<file path="src/rtl/branch_predictor_pkg.sv">
// Shared 2-bit saturating counter encodings for the branch predictor.
package branch_predictor_pkg;

   localparam logic [1:0] CNT_SNT = 2'b00;
   localparam logic [1:0] CNT_WNT = 2'b01;
   localparam logic [1:0] CNT_WT  = 2'b10;
   localparam logic [1:0] CNT_ST  = 2'b11;
   localparam logic [1:0] CNT_RST = CNT_WNT;

endpackage

</file>
<file path="src/rtl/branch_predictor_sat_counter2.sv">
// Combinational 2-bit saturating counter next-state: count up on taken, down otherwise.
module sat_counter2
   import branch_predictor_pkg::*;
(
   input  logic [1:0] cnt_i,
   input  logic       taken_i,
   output logic [1:0] cnt_o
);

   always_comb begin
      cnt_o = cnt_i;
      if (taken_i) begin
         if (cnt_i != CNT_ST) cnt_o = cnt_i + 2'd1;
      end else begin
         if (cnt_i != CNT_SNT) cnt_o = cnt_i - 2'd1;
      end
   end

endmodule

</file>
<file path="src/rtl/branch_predictor.sv">
// Bimodal 2-bit counter predictor; response one cycle after query, no backpressure.
// Define BRANCH_PREDICTOR_GSHARE_EN to XOR a non-speculative global history into the index.
module branch_predictor
   import branch_predictor_pkg::*;
#(
   parameter int XLEN  = 32,
   parameter int IDX_W = 6,
   parameter int GHR_W = IDX_W
) (
   input  logic              clk,
   input  logic              rst_n,
   input  logic              pred_valid,
   input  logic [XLEN-1:0]   pred_pc,
   output logic              pred_rsp_valid,
   output logic              pred_taken,
   output logic [GHR_W-1:0]  pred_ghr,
   input  logic              upd_valid,
   input  logic [XLEN-1:0]   upd_pc,
   input  logic              upd_be,
   input  logic              upd_pcs,
   input  logic              upd_pred,
   input  logic [GHR_W-1:0]  upd_ghr,
   output logic              mispredict,
   output logic [15:0]       mispred_cnt
);

   localparam int ENTRIES = 1 << IDX_W;

   logic [1:0]       tbl_q [ENTRIES];
   logic [IDX_W-1:0] q_idx;
   logic [IDX_W-1:0] u_idx;
   logic [1:0]       upd_cnt_nxt;
   logic             train;
   logic             mis_d;
   logic             rsp_vld_q;
   logic             taken_d, taken_q;
   logic             mis_q;
   logic [15:0]      cnt_d, cnt_q;
   logic             unused_pc;

   assign train = upd_valid & upd_be;

   // A non-branch predicted taken redirected fetch wrongly, so it flushes too.
   assign mis_d = upd_valid & (upd_be ? (upd_pcs != upd_pred) : upd_pred);
   assign cnt_d = (mis_d && cnt_q != 16'hFFFF) ? cnt_q + 16'd1 : cnt_q;

   assign unused_pc = ^{pred_pc[XLEN-1:IDX_W+2], pred_pc[1:0],
                        upd_pc[XLEN-1:IDX_W+2], upd_pc[1:0]};

`ifdef BRANCH_PREDICTOR_GSHARE_EN
   logic [GHR_W-1:0] ghr_d, ghr_q, rsp_ghr_q;

   assign q_idx = pred_pc[IDX_W+1:2] ^ IDX_W'(ghr_q);
   assign u_idx = upd_pc[IDX_W+1:2] ^ IDX_W'(upd_ghr);
   assign ghr_d = train ? ((ghr_q << 1) | GHR_W'(upd_pcs)) : ghr_q;
   assign pred_ghr = rsp_ghr_q;

   always_ff @(posedge clk or negedge rst_n) begin
      if (!rst_n) begin
         ghr_q     <= '0;
         rsp_ghr_q <= '0;
      end else begin
         ghr_q     <= ghr_d;
         rsp_ghr_q <= pred_valid ? ghr_q : '0;
      end
   end
`else
   logic unused_ghr;

   assign q_idx      = pred_pc[IDX_W+1:2];
   assign u_idx      = upd_pc[IDX_W+1:2];
   assign pred_ghr   = '0;
   assign unused_ghr = ^upd_ghr;
`endif

   sat_counter2 u_sat (
      .cnt_i   (tbl_q[u_idx]),
      .taken_i (upd_pcs),
      .cnt_o   (upd_cnt_nxt)
   );

   // Query reads the pre-edge table, so a same-cycle update is not visible yet.
   assign taken_d = pred_valid & tbl_q[q_idx][1];

   always_ff @(posedge clk or negedge rst_n) begin
      if (!rst_n) begin
         for (int i = 0; i < ENTRIES; i++) tbl_q[i] <= CNT_RST;
      end else if (train) begin
         tbl_q[u_idx] <= upd_cnt_nxt;
      end
   end

   always_ff @(posedge clk or negedge rst_n) begin
      if (!rst_n) begin
         rsp_vld_q <= 1'b0;
         taken_q   <= 1'b0;
         mis_q     <= 1'b0;
         cnt_q     <= '0;
      end else begin
         rsp_vld_q <= pred_valid;
         taken_q   <= taken_d;
         mis_q     <= mis_d;
         cnt_q     <= cnt_d;
      end
   end

   assign pred_rsp_valid = rsp_vld_q;
   assign pred_taken     = taken_q;
   assign mispredict     = mis_q;
   assign mispred_cnt    = cnt_q;

endmodule
</file>
<file path="config.mk">
export PLATFORM = sky130hd
export DESIGN_NAME = branch_predictor
export DESIGN_NICKNAME = d
export VERILOG_FILES = /design/src/rtl/branch_predictor_pkg.sv /design/src/rtl/branch_predictor_sat_counter2.sv /design/src/rtl/branch_predictor.sv
export SDC_FILE = /design/constraint.sdc
export NUM_CORES = 1
export LEC_CHECK = 0
export CELL_PAD_IN_SITES_DETAIL_PLACEMENT = 1
export CELL_PAD_IN_SITES_GLOBAL_PLACEMENT = 1
export CORE_MARGIN = 3
export CORE_UTILIZATION = 39
export CTS_BUF_LIST = sky130_fd_sc_hd__clkbuf_8 sky130_fd_sc_hd__clkbuf_16
export DETAILED_ROUTE_END_ITERATION = 16
export PLACE_DENSITY = 0.74
export SYNTH_ARGS = -nofsm -noshare
export SYNTH_HDL_FRONTEND = slang
export SYNTH_SLANG_ARGS = --single-unit
</file>
<file path="constraint.sdc">
create_clock -name clk -period 2.2 [get_ports clk]
set_input_delay 0.44 -clock clk [delete_from_list [all_inputs] [get_ports clk]]
set_output_delay 0.44 -clock clk [all_outputs]
set_load 0.01 [all_outputs]
</file>
-- Word-level counts from Yosys, hierarchy flattened
Index checks and enable logic that the tools add are counted.
- reduce and logical (&&, ||, !) cells: 3
- equal/unequal tests: 3
- add/subtract/negate cells: 3
- $lt $le $gt $ge: 3
- mux-type cells: 13
- bitwise gates (word level): 5
- operators with widths (kind ; number):
    bitwise mux 128 bit ; 1
    binary-select mux 2 bit (select 6 bit) ; 2
    adder 16 x 1 -> 16 bit, second input constant ; 1
    2-to-1 mux 2 bit ; 8
    != test 16 bit, second input constant ; 1
    >= comparator 7 bit, second input constant ; 2
    NOT 6 -> 7 bit ; 2
    demux 2 bit (select 6 bit) ; 1
    less-than comparator 7 x 1 -> 1 bit, second input constant ; 1
    AND 1 bit ; 3
    adder 2 x 1 -> 2 bit, second input constant ; 1
    logical AND 1 bit ; 2
    != test 2 bit, second input constant ; 1
    nonzero test 2 bit ; 1
    subtractor 2 x 1 -> 2 bit, second input constant ; 1
    2-to-1 mux 1 bit ; 1
    != test 1 bit ; 1
- logic and storage cells: 98
- register bits after elaboration: 147
- input bits: 77

-- Logic depth before layout (Yosys ltp)
Gate-level depths: netlist (run 1).
- depth after elaboration: 8
- gate-level depth with buffers: 10
- mapped depth without buffers: 7

-- Cells and area by module
Synthesis (run 1) repeated with hierarchy kept, for this count alone.
- cell total of the unflattened synthesis: 611
- area, all modules: 7776.2 um2
- by module, submodules not included (module ; area each (um2) ; instances ; cells each ; sequential area each (um2)):
    branch_predictor ; 7749.9 ; 1 ; 608 ; 3758.6
    sat_counter2 ; 26.3 ; 1 ; 3 ; 0.0

-- Worst setup path before layout (run 1)
No wires, ideal clock.
- kind: input port to flip-flop
- start: input pred_pc[2]
- end: register taken_q (netlist: pred_taken)
- slack: -464 ps
- buffers on the path: 2
- arrival time: 2545 ps
- cell stages on the path: 6
- setup time: 119 ps
- cells stage by stage: buf_2 > buf_2 > mux4_2 > mux4_2 > mux4_2 > and2_1
- word-level cells in the longest chain between the ends: 5
- ends and longest elaborated chain (item ; RTL line ; source):
    start: declaration ; branch_predictor.sv:13 ; input logic [XLEN-1:0] pred_pc,
    NOT 6 -> 7 bit (implied by the code) ; branch_predictor.sv:83 ; assign taken_d = pred_valid & tbl_q[q_idx][1];
    binary-select mux 2 bit (select 6 bit) ; branch_predictor.sv:83 ;
    2-to-1 mux 2 bit (implied by the code) (2 in a row) ; branch_predictor.sv:83 ;
    AND 1 bit ; branch_predictor.sv:83 ;
    named net taken_d ; branch_predictor.sv:36 ; logic taken_d, taken_q;
    end signal: assignment ; branch_predictor.sv:101 ; taken_q <= taken_d;
    end: declaration ; branch_predictor.sv:36 ;
The timed path passes the listed nets, and every way through them passes these cells. The select of a mux whose other input is x is not followed.
A chain may end at the register's enable or synchronous reset.

-- Final worst setup path (run 1)
- start: input upd_pc[2]
- end: register tbl_q[10] in the netlist's numbering
- word-level cells in the longest chain between the ends: 8
- elaborated cells between the ends (all ways): 17
- ends and longest elaborated chain (item ; RTL line ; source):
    start: declaration ; branch_predictor.sv:18 ; input logic [XLEN-1:0] upd_pc,
    NOT 6 -> 7 bit (implied by the code) * ; branch_predictor.sv:77, branch_predictor.sv:89 ;
    binary-select mux 2 bit (select 6 bit) ; branch_predictor.sv:77 ; .cnt_i (tbl_q[u_idx]),
    2-to-1 mux 2 bit (implied by the code) (2 in a row) ; branch_predictor.sv:77 ;
    subtractor 2 x 1 -> 2 bit (tied with other cells) ; branch_predictor_sat_counter2.sv:15 ; if (cnt_i != CNT_SNT) cnt_o = cnt_i - 2'd1;
    2-to-1 mux 2 bit, on equally long branches ; branch_predictor_sat_counter2.sv:15, branch_predictor_sat_counter2.sv:13 ;
    2-to-1 mux 2 bit ; branch_predictor_sat_counter2.sv:12 ; if (taken_i) begin
    bitwise mux 128 bit * ; branch_predictor.sv:89 ; tbl_q[u_idx] <= upd_cnt_nxt;
    end signal: indexed assignment ; branch_predictor.sv:89 ;
    end: declaration ; branch_predictor.sv:29 ; logic [1:0] tbl_q [ENTRIES];
Mark *: on every way between the ends. The rest lies on a longest branch, timed or not. The select of a mux whose other input is x is not followed.

==> impl_metrics.py, run 1 <==
metrics = {
    "outcome": {
        "status": "complete, but fails checks",
        "violations": "negative hold slack, negative setup slack",
    },
    "min_path": {
        "hp-class": "in -> async",
    },
    "synthesis": {
        "synth_top_area_cell": "sky130_fd_sc_hd__dfrtp_1",
        "async_set_or_reset_register_ratio_after_synthesis_pct": 100,
        "post_synth_instance_area_mm2": 0.00760,
        "synth_compound_gate_area_share_pct": 17.4,
        "synth_adder_area_share_pct": 0.165,
        "synth_cells": 736,
        "dominantRegCellSynth": "sky130_fd_sc_hd__dfrtp_1",
        "yosys.cell_types.count": 50,
        "number_of_synthesized_flops_with_an_enable_pin": 0,
        "syn-mean-instance-area_um2": 10.3,
        "yosys.area_share.xor_xnor_pct": 1.61,
        "synth_seq_cells": 147,
        "synth.mux.area_fraction_pct": 12.0,
        "synth_simple_gate_area_share_pct": 15.0,
        "main_combinational_cell_family_by_area_after_synthesis": "compound AO/OA/AOI/OAI gates",
        "yosysTopAreaCellShare_pct": 27.3,
        "sequential_fraction_of_the_synthesis_area_pct": 49.4,
        "yosysWarningCount": 0,
        "synth_top_cells_by_area": "sky130_fd_sc_hd__dfrtp_1 (27%), sky130_fd_sc_hd__dfstp_2 (22%), sky130_fd_sc_hd__nand2_1 (10%)",
    },
    "pwr": {
        "vdd.ir_drop.worst_mv": 0.560,
        "share_seq_of_total_power_pct": 41.1,
        "clock_power_share_pct": 37.2,
        "power.combinational.fraction_pct": 21.7,
        "cell_internal_pwr_mw": 5.55,
        "netSwitchingPower_mw": 2.34,
        "pwr_density_cell_mw_per_mm2": 718,
        "post-layout-total-power_mw": 7.88,
        "switching_share_pct": 29.7,
        "leakage_dissipation_nw": 4.49,
    },
    "layout": {
        "nets": 962,
        "layout-drive-gt1-share_pct": 46.6,
        "areaGrowthSynthToFinish_pct": 44.4,
        "final_cell_mix": "sky130_fd_sc_hd__nand2_1 (205), sky130_fd_sc_hd__buf_4 (100), sky130_fd_sc_hd__dfrtp_1 (83)",
        "final_core_utilization_pct": 57.9,
        "layout_commonest_cell": "sky130_fd_sc_hd__nand2_1",
        "antenna_cells": 0,
        "final_cell_count_no_fill": 1155,
    },
    "setup_path": {
        "timing.critical_path.slowest_stage_cell": "sky130_fd_sc_hd__or4b_4",
        "worst_path_largest_cell_delay_ps": 540,
        "worstReg2RegStart": "tbl_q[116]",
        "r2r.worst_path.cells": 8,
        "worst-r2r-setup-slack_ps": -540,
        "timing.critical_path.mode_cell": "sky130_fd_sc_hd__buf_6",
        "cp_data_required_time_ps": 2540,
        "critical_path.cell_chain": "buf_6 -> buf_4 -> inv_1 -> a221oi_1 -> or3_1 -> o211ai_1 -> or4b_4 -> buf_6 -> a2bb2oi_4 -> buf_12 -> o31ai_2",
        "critical_path_peak_fanout": 21,
        "r2r_end": "tbl_q[10]",
        "critPathCaptureType": "flop",
        "critPathArrivalTime_ps": 3140,
        "start_kind": "primary input",
        "type_of_the_worst_setup_path": "in -> reg",
    },
    "run": {
        "cap_viol_max_count": 0,
    },
    "place": {
        "finalWeightedCongestion": 0.918,
        "dpl.cell_count": 1101,
        "port_buffer_cells": 37,
        "post_dp_hpwl_um": 18500,
    },
    "detailed_routing": {
        "postRouteAntennaNets": 0,
        "wl_um": 32500,
        "post_drt_wl_per_cell_um": 28.1,
        "detail_route.vias_per_cell": 6.38,
        "post-route-drc-count": 0,
        "dr.pass1.iters": 5,
        "drtIter0Drc": 645,
        "detailroute.via_count": 7366,
    },
    "floorplanning": {
        "placement_rows": 50,
        "die-height_um": 146,
        "io_pins": 102,
        "floorplan.die_area_mm2": 0.0212,
        "initial_core_util_pct": 40.1,
        "fp.coreArea_mm2": 0.0190,
        "die_width_um": 146,
    },
    "grt": {
        "grt_pass1_vias": 7750,
        "overflow": 0,
        "number_of_antenna_violations_at_the_first_check_in_global_routing": 2,
        "global_route_wire_length_before_repair_um": 46500,
        "groute.usage.overall_pct": 28.4,
        "grt_max_degree": 59,
    },
    "cts": {
        "clock_tree.buffer_depth": 2,
        "numCtsBuffers": 17,
        "clk_latency_ps": 430,
        "htree_num_levels": 4,
        "clk_transition_reported_paths_ps": 60,
        "tritoncts": "yes",
        "clock-sinks": 147,
        "ctsRootBufferMaster": "sky130_fd_sc_hd__clkbuf_16",
    },
    "sta": {
        "max_slew_margin_pct": 60.4,
        "slew_violations": 0,
        "grt_setup_unrepaired": "true",
        "hold_slack_ps": -19.5,
        "final_hold_viol_count": 6,
        "worst_pin_slew_ps": 594,
        "setup_viol": 129,
        "fin_skew_ps": 10.3,
        "fin_ws_ps": -607,
        "min_period_over_period_pct": 128,
        "finalCriticalPeriod_ps": 2810,
        "fmaxAchievable_mhz": 356,
    },
}
==> cells by family after synthesis <==
kind of cell    count (synthesis)
compound gates                191
xor+xnor                       14
fa+ha+maj                       1
buf+inv                        57
flops                         147
mux                            57
other cells                     1
simple gates                  268
==> power groups by stage <==
| stage | sequential (mW) | clock [mW] | combinational (mW) |
|---|---|---|---|
| floorplan | 3.22 | 0 | 0.635 |
| global placement | 3.23 | 0 | 1.15 |
| detailed placement | 3.25 | 0 | 1.21 |
| CTS | 3.22 | 2.91 | 1.50 |
| global route | 3.27 | 3.08 | 1.81 |
| finish | 3.24 | 2.93 | 1.71 |
==> Yosys cell counts (2+ instances only) <==
cell type,number
sky130_fd_sc_hd__dfstp_2,64
sky130_fd_sc_hd__nand2b_1,2
sky130_fd_sc_hd__o21ai_0,55
sky130_fd_sc_hd__xor2_1,5
sky130_fd_sc_hd__o21ai_1,12
sky130_fd_sc_hd__mux4_2,27
sky130_fd_sc_hd__buf_4,8
sky130_fd_sc_hd__a221oi_1,15
sky130_fd_sc_hd__nand4_1,4
sky130_fd_sc_hd__nor2_1,12
sky130_fd_sc_hd__a22o_1,11
sky130_fd_sc_hd__and2_1,3
sky130_fd_sc_hd__o31ai_1,64
sky130_fd_sc_hd__a22oi_1,7
sky130_fd_sc_hd__and3_1,7
sky130_fd_sc_hd__and4_1,2
sky130_fd_sc_hd__clkbuf_2,5
sky130_fd_sc_hd__dfrtp_1,83
sky130_fd_sc_hd__nor3b_1,5
sky130_fd_sc_hd__o211ai_1,2
sky130_fd_sc_hd__a31oi_1,3
sky130_fd_sc_hd__o22ai_1,12
sky130_fd_sc_hd__xnor2_1,9
sky130_fd_sc_hd__nor3_1,10
sky130_fd_sc_hd__nand3_1,9
sky130_fd_sc_hd__or2_2,3
sky130_fd_sc_hd__buf_6,9
sky130_fd_sc_hd__nand2_1,205
sky130_fd_sc_hd__o22a_1,2
sky130_fd_sc_hd__inv_1,5
sky130_fd_sc_hd__mux2i_1,29
sky130_fd_sc_hd__clkbuf_1,19
sky130_fd_sc_hd__buf_2,11
==> through the flow <==
| stage | area (µm²) | TNS [ps] | setup WS [ps] |
|---|---|---|---|
| final | 11000 | -67390 | -607 |
| after global routing | 11000 | -71150 | -633 |
| after CTS | 10500 | -50840 | -434 |
| after detailed placement | 9070 | -169360 | -1370 |
| after global placement | 9070 | -157210 | -1260 |
| after floorplan | 7720 | -33550 | -291 |
==> repair_timing <==
action,4_1_cts,5_1_grt
gates cloned,8,4
buffers inserted,10,8
hold endpoints to repair,0,0
gates resized for setup,172,99
endpoints found under the setup margin,129,131
pin swaps,10,11
hold buffers,0,0
==> metal layers <==
layer	wire, µm	share of wire (%)	GRT usage (%)
met2	16100	50	48.3
met4	2150	6.6	14.7
met5	24	0.074	0
met3	2190	6.7	7.04
met1	12000	37	33.4
==> critical path, delay by kind of cell <==
family / cells / cell delay [ps]
AOI/OAI and AO/OA: 4 / 980
buffers and inverters: 5 / 960
and+or+nand+nor: 2 / 730
==> state kept, by name, indices dropped and copies added, names as in the netlist <==
| signal | flops |
|---|---|
| tbl_q | 128 |
| mispredict | 1 |
| mispred_cnt | 16 |
| pred_taken | 1 |
| pred_rsp_valid | 1 |
==> layout make-up <==
type	instances	area [µm²]
Fill cell	1931	7980
Multi-Input combinational cell	537	4440
Sequential cell	147	3760
Timing Repair Buffer	176	1860
Clock buffer	20	467
Tap cell	260	325
Clock inverter	10	110
Inverter	5	18.8
==> how the worst max path moves through the flow <==
stage          startpoint    endpoint  slack (ps)  cells past startpoint
2_1_floorplan   upd_pc[3]  tbl_q[113]        -290                     10
3_3_place_gp    upd_pc[3]   tbl_q[37]       -1260                      9
3_5_place_dp    upd_pc[3]  tbl_q[104]       -1370                      9
4_1_cts        tbl_q[116]   tbl_q[79]        -430                      9
5_1_grt         upd_pc[2]   tbl_q[97]        -630                     12
6_report        upd_pc[2]   tbl_q[10]        -610                     11
Power figures use the tool's default switching activity.
==> run 2, diff against run 1 <==
--- a/config.mk
+++ b/config.mk
@@ -8,10 +8,11 @@
 export CELL_PAD_IN_SITES_DETAIL_PLACEMENT = 1
 export CELL_PAD_IN_SITES_GLOBAL_PLACEMENT = 1
 export CORE_MARGIN = 3
-export CORE_UTILIZATION = 39
+export CORE_UTILIZATION = 42
 export CTS_BUF_LIST = sky130_fd_sc_hd__clkbuf_8 sky130_fd_sc_hd__clkbuf_16
 export DETAILED_ROUTE_END_ITERATION = 16
-export PLACE_DENSITY = 0.74
+export DONT_BUFFER_PORTS = 1
+export PLACE_DENSITY = 0.7
 export SYNTH_ARGS = -nofsm -noshare
 export SYNTH_HDL_FRONTEND = slang
 export SYNTH_SLANG_ARGS = --single-unit
==> run 2 against run 1 <==
Net effect:
- the run still ends with negative hold slack, negative setup slack left
- clock skew about the same
- first-iteration DRC count is 33% lower
- non-clock buffer count fell by 94
- via count decreased by 13%
==> impl_metrics.py, run 2 (same netlist as run 1, synthesis figures left out) <==
metrics = {
    "outcome": {
        "status": "complete, but fails checks",
        "violations": "negative hold slack, negative setup slack",
    },
    "layout": {
        "final_cell_mix": "sky130_fd_sc_hd__nand2_1 (205), sky130_fd_sc_hd__dfrtp_1 (83), sky130_fd_sc_hd__dfstp_2 (64)",
        "final_cell_count_no_fill": 1028,
        "postLayoutCellArea_mm2": 0.00981,
        "nets": 868,
        "largest_reg_flops": 128,
        "num-fill-cells": 1820,
        "layout_commonest_cell": "sky130_fd_sc_hd__nand2_1",
        "regMostFlops": "tbl_q",
        "areaGrowthSynthToFinish_pct": 29.0,
        "final_core_utilization_pct": 55.9,
        "layout-drive-gt1-share_pct": 39.2,
        "antenna_cells": 0,
    },
    "detailed_routing": {
        "post_drt_wl_per_cell_um": 25.4,
        "dr.pass1.iters": 5,
        "detail_route.vias_per_cell": 6.24,
        "postRouteAntennaNets": 0,
        "post-route-drc-count": 0,
        "wl_um": 26100,
        "drtIter0Drc": 434,
        "detailroute.via_count": 6415,
    },
    "grt": {
        "global_route_wire_length_before_repair_um": 39800,
        "grt_max_degree": 148,
        "grt_pass1_vias": 6834,
        "groute.usage.overall_pct": 26.3,
        "number_of_antenna_violations_at_the_first_check_in_global_routing": 0,
        "overflow": 0,
    },
    "setup_path": {
        "critPathTopFamily": "simple AND/OR/NAND/NOR gates",
        "critical_path.cell_chain": "mux4_2 -> nand3b_1 -> o311ai_2 -> or4b_4 -> a2bb2oi_4 -> buf_12 -> o31ai_2",
        "worstSetupEndpoint": "tbl_q[114]",
        "r2r.worst_path.cells": 7,
        "critPathBufInv": 1,
        "worst_path_largest_cell_delay_ps": 580,
        "worst-r2r-setup-slack_ps": -410,
        "r2r_end": "tbl_q[114]",
        "timing.critical_path.slowest_stage_cell": "sky130_fd_sc_hd__or4b_4",
        "cp_data_required_time_ps": 2540,
        "worstReg2RegStart": "tbl_q[116]",
        "type_of_the_worst_setup_path": "reg -> reg",
        "worstSetupStartpoint": "tbl_q[116]",
        "critPathCaptureType": "flop",
        "critical_path_peak_fanout": 22,
        "worstSetupPathDepth": 7,
        "start_kind": "flop",
        "critPathArrivalTime_ps": 2950,
    },
    "place": {
        "post_dp_hpwl_um": 17000,
        "dpl.cell_count": 986,
        "postPlaceCellArea_mm2": 0.00825,
        "worst_case_setup_slack_after_placement_ps": -826,
        "port_buffer_cells": 0,
        "finalWeightedCongestion": 0.909,
    },
    "sta": {
        "slew_violations": 0,
        "max_slew_margin_pct": 55.1,
        "fin_ws_ps": -409,
        "fin_skew_ps": 10.6,
        "grt_setup_unrepaired": "true",
        "finalCriticalPeriod_ps": 2610,
        "fmaxAchievable_mhz": 383,
        "min_period_over_period_pct": 119,
        "worst_pin_slew_ps": 671,
        "hold_slack_ps": -287,
        "setup_viol": 129,
        "final_hold_viol_count": 147,
        "setup_total_negative_slack_ps": -44200,
    },
    "cts": {
        "clock-sinks": 147,
        "clk_latency_ps": 430,
        "htree_num_levels": 4,
        "clk_transition_reported_paths_ps": 60,
        "tritoncts": "yes",
        "clock_tree.buffer_depth": 2,
        "ctsRootBufferMaster": "sky130_fd_sc_hd__clkbuf_16",
        "numCtsBuffers": 17,
    },
    "floorplanning": {
        "die-height_um": 141,
        "die_width_um": 141,
        "floorplan.die_area_mm2": 0.0198,
        "fp.coreArea_mm2": 0.0175,
        "io_pins": 102,
        "initial_core_util_pct": 43.4,
        "placement_rows": 48,
    },
    "run": {
        "cap_viol_max_count": 0,
    },
    "min_path": {
        "hp-class": "in -> async",
    },
    "pwr": {
        "leakage_dissipation_nw": 3.90,
        "pwr_density_cell_mw_per_mm2": 745,
        "vdd.ir_drop.worst_mv": 0.575,
        "post-layout-total-power_mw": 7.31,
    },
}
==> run 2: changes by cell type in the layout (fill, tap and decap cells not counted), sizes merged, moves of 2 or more <==
cell	delta
buf	-61
clkdlybuf4s50	-28
dlygate4sd2	-4
clkbuf	-2
inv	+2
==> run 2: area by class of cell <==
| type | count | area [µm²] | area share [%] |
|---|---|---|---|
| inverter | 5 | 18.8 | 0.191 |
| sequential | 147 | 3760 | 38.3 |
| clock inverter | 14 | 139 | 1.42 |
| tap | 225 | 282 | 2.87 |
| clock buffer | 18 | 439 | 4.48 |
| multi-input combinational | 537 | 4320 | 44.1 |
| timing repair buffer | 82 | 850 | 8.66 |
==> run 2: how the worst min path moves through the flow <==
stage / start / endpoint / slack [ps] / cells past startpoint
2_1_floorplan: rst_n / mispred_cnt[0] / 140 / 0
3_3_place_gp: rst_n / tbl_q[13] / 150 / 0
3_5_place_dp: rst_n / tbl_q[13] / 150 / 0
4_1_cts: rst_n / tbl_q[25] / -300 / 0
5_1_grt: rst_n / tbl_q[51] / -310 / 0
6_report: rst_n / tbl_q[115] / -290 / 0
==> run 2: repair_timing <==
| action | 4_1_cts | 5_1_grt |
|---|---|---|
| gates resized for setup | 81 | 121 |
| hold endpoints to repair | 147 | 147 |
| pin swaps | 2 | 18 |
| gates cloned | 3 | 4 |
| endpoints found under the setup margin | 130 | 130 |
| setup buffers | 5 | 2 |
==> run 2: where the power goes <==
group | switching [mW] | internal (mW)
clock network | 1.17 | 1.69
logic | 0.663 | 0.557
registers | 0.204 | 3.02
total | 2.04 | 5.27
==> run 2: metal layers <==
layer | track usage [%] | routed length, µm | vias up
li1 | - | - | 2803
met1 | 32.6 | 10700 | 3359
met2 | 44.3 | 13000 | 184
met3 | 5.05 | 1370 | 69
met4 | 12.2 | 982 | 0
met5 | 0 | 0 | -
==> run 3, diff against run 2 <==
--- a/config.mk
+++ b/config.mk
@@ -12,6 +12,7 @@
 export CTS_BUF_LIST = sky130_fd_sc_hd__clkbuf_8 sky130_fd_sc_hd__clkbuf_16
 export DETAILED_ROUTE_END_ITERATION = 16
 export DONT_BUFFER_PORTS = 1
+export HOLD_SLACK_MARGIN = 0.12
 export PLACE_DENSITY = 0.7
 export SYNTH_ARGS = -nofsm -noshare
 export SYNTH_HDL_FRONTEND = slang
==> constraint.sdc (replaced) <==
create_clock -name clk -period 2.3 [get_ports clk]
set_input_delay 0.46 -clock clk [delete_from_list [all_inputs] [get_ports clk]]
set_output_delay 0.46 -clock clk [all_outputs]
set_load 0.01 [all_outputs]
==> run 3 against run 2 <==
Net effect:
- the flow still finishes with violations (negative hold slack, negative setup slack)
- critical endpoint is now tbl_q[24]
- critical path depth increased by 1
- fmax decreased by 2.1%
- largest cell class unchanged
- design area increased by 3.8%
- sequential power decreased by 3%
- via count increased by 4.6%
- routed wire length increased by 11%
- clock power decreased by 2%
- flip-flop and latch count unchanged
- global-route usage increased by 0.59 points
- core utilization increased by 2.1 points
- sequential share of layout area decreased by 1.4 points
- first-iteration DRC count increased by 47%
==> impl_metrics.py, run 3 (same netlist as run 1, synthesis figures left out) <==
metrics = {
    "sta": {
        "fin_skew_ps": 10.7,
        "setup_total_negative_slack_ps": -37040,
        "min_period_over_period_pct": 116,
        "fmaxAchievable_mhz": 375,
        "setup_viol": 128,
        "slew_violations": 0,
        "hold_slack_ps": -284,
        "fin_ws_ps": -365,
        "finalCriticalPeriod_ps": 2660,
        "worst_pin_slew_ps": 966,
        "max_slew_margin_pct": 35.4,
        "grt_setup_unrepaired": "true",
        "final_hold_viol_count": 147,
    },
    "outcome": {
        "violations": "negative hold slack, negative setup slack",
        "status": "complete, but fails checks",
    },
    "layout": {
        "largest_reg_flops": 128,
        "areaGrowthSynthToFinish_pct": 34.0,
        "antenna_cells": 0,
        "postLayoutCellArea_mm2": 0.0102,
        "regMostFlops": "tbl_q",
        "layout_commonest_cell": "sky130_fd_sc_hd__nand2_1",
        "final_cell_mix": "sky130_fd_sc_hd__nand2_1 (205), sky130_fd_sc_hd__dfrtp_1 (83), sky130_fd_sc_hd__buf_4 (65)",
        "layout-drive-gt1-share_pct": 41.5,
        "nets": 881,
    },
    "floorplanning": {
        "die-height_um": 141,
        "io_pins": 102,
        "die_width_um": 141,
        "fp.coreArea_mm2": 0.0175,
        "initial_core_util_pct": 43.4,
        "floorplan.die_area_mm2": 0.0198,
        "placement_rows": 48,
    },
    "place": {
        "worst_case_setup_slack_after_placement_ps": -567,
        "finalWeightedCongestion": 0.937,
        "port_buffer_cells": 0,
        "postPlaceCellArea_mm2": 0.00832,
        "post_dp_hpwl_um": 17100,
    },
    "detailed_routing": {
        "drtIter0Drc": 640,
        "detail_route.vias_per_cell": 6.44,
        "post_drt_wl_per_cell_um": 27.8,
        "post-route-drc-count": 0,
        "postRouteAntennaNets": 0,
        "wl_um": 28900,
        "dr.pass1.iters": 5,
        "detailroute.via_count": 6707,
    },
    "grt": {
        "grt_pass1_vias": 6944,
        "overflow": 0,
        "global_route_wire_length_before_repair_um": 40400,
        "number_of_antenna_violations_at_the_first_check_in_global_routing": 0,
        "groute.usage.overall_pct": 26.8,
        "grt_max_degree": 148,
    },
    "setup_path": {
        "cp_data_required_time_ps": 2660,
        "worst-r2r-setup-slack_ps": -360,
        "critPathCaptureType": "flop",
        "critPathArrivalTime_ps": 3030,
        "start_kind": "flop",
        "type_of_the_worst_setup_path": "reg -> reg",
        "critical_path_peak_fanout": 20,
    },
    "pwr": {
        "pwr_density_cell_mw_per_mm2": 705,
        "leakage_dissipation_nw": 4.04,
        "vdd.ir_drop.worst_mv": 0.636,
    },
    "run": {
        "cap_viol_max_count": 0,
    },
    "cts": {
        "ctsRootBufferMaster": "sky130_fd_sc_hd__clkbuf_16",
        "clk_transition_reported_paths_ps": 70,
        "clock-sinks": 147,
        "htree_num_levels": 4,
        "clk_latency_ps": 440,
        "tritoncts": "yes",
        "cts_hold_buffers": 1,
        "clock_tree.buffer_depth": 2,
        "numCtsBuffers": 17,
    },
    "min_path": {
        "hp-class": "in -> async",
    },
}
==> run 3: changes by cell type in the layout (fill, tap and decap cells not counted), moves of 2 or more <==
cell                        delta
sky130_fd_sc_hd__o31ai_2      -10
sky130_fd_sc_hd__buf_4         +2
sky130_fd_sc_hd__o21ai_4       +3
sky130_fd_sc_hd__mux2i_1       -3
sky130_fd_sc_hd__buf_6         +3
sky130_fd_sc_hd__o31ai_4      +10
sky130_fd_sc_hd__mux2i_2       +3
sky130_fd_sc_hd__clkbuf_16     +5
sky130_fd_sc_hd__o21ai_1      -12
sky130_fd_sc_hd__o21ai_2       +9
==> run 3: worst paths after layout <==
path | startpoint | to | cells past startpoint
setup / recovery | tbl_q[5] | tbl_q[24] | 8
hold / removal | rst_n | tbl_q[1] | 0
setup reg to reg | tbl_q[5] | tbl_q[24] | 8
hold reg to reg | tbl_q[112] | tbl_q[112] | 2
max in group asynchronous | rst_n | tbl_q[68] | 0
min in group clk | pred_valid | pred_taken | 1
==> run 3: layout make-up <==
class                      count  area (µm²)
sequential                   147        3760
clock buffer                  18         439
inverter                       5        18.8
clock inverter                14         140
fill                        1787        7350
tap                          225         282
multi-input combinational    537        4470
timing repair buffer          95        1080
==> run 3: layer usage <==
metal	vias up	share of wire [%]	wire, µm	track usage (%)
li1	2833	-	-	-
met1	3478	39	11200	34.1
met2	293	49	14300	44.1
met3	103	6.7	1930	6.35
met4	0	5.1	1480	11.3
met5	-	0	0	0
==> run 3: power by group <==
part / total, mW / internal [mW] / leakage, nW / switching (mW)
combinational: 1.28 / 0.590 / 1.96 / 0.686
sequential: 3.12 / 2.89 / 1.79 / 0.226
clock: 2.79 / 1.62 / 0.285 / 1.17
total: 7.18 / 5.10 / 4.04 / 2.08
==> run 3: repair_timing <==
item / 4_1_cts / 5_1_grt
pin swaps: 7 / 34
buffers inserted: 4 / 4
setup endpoints to repair: 128 / 130
gates resized for setup: 102 / 117
gates cloned: 2 / 11
hold endpoints to repair: 148 / 147
==> run 3: metrics by stage <==
stage	util, %	std cells	power (mW)
floorplan	-	741	3.68
global placement	47.5	989	3.90
detailed placement	47.5	989	3.97
CTS	53.0	1028	6.87
global route	58.1	1041	7.42
finish	58.1	1041	7.18
==> run 3: worst max-delay path, cell delays in order, from the launching register on <==
cell and delay [ps]:
sky130_fd_sc_hd__dfrtp_1 400, sky130_fd_sc_hd__mux2i_2 270, sky130_fd_sc_hd__o22ai_2 150, sky130_fd_sc_hd__a22o_1 280
sky130_fd_sc_hd__nor4_4 370, sky130_fd_sc_hd__nand3_2 200, sky130_fd_sc_hd__a2bb2oi_4 510, sky130_fd_sc_hd__buf_12 270
sky130_fd_sc_hd__o31ai_1 110
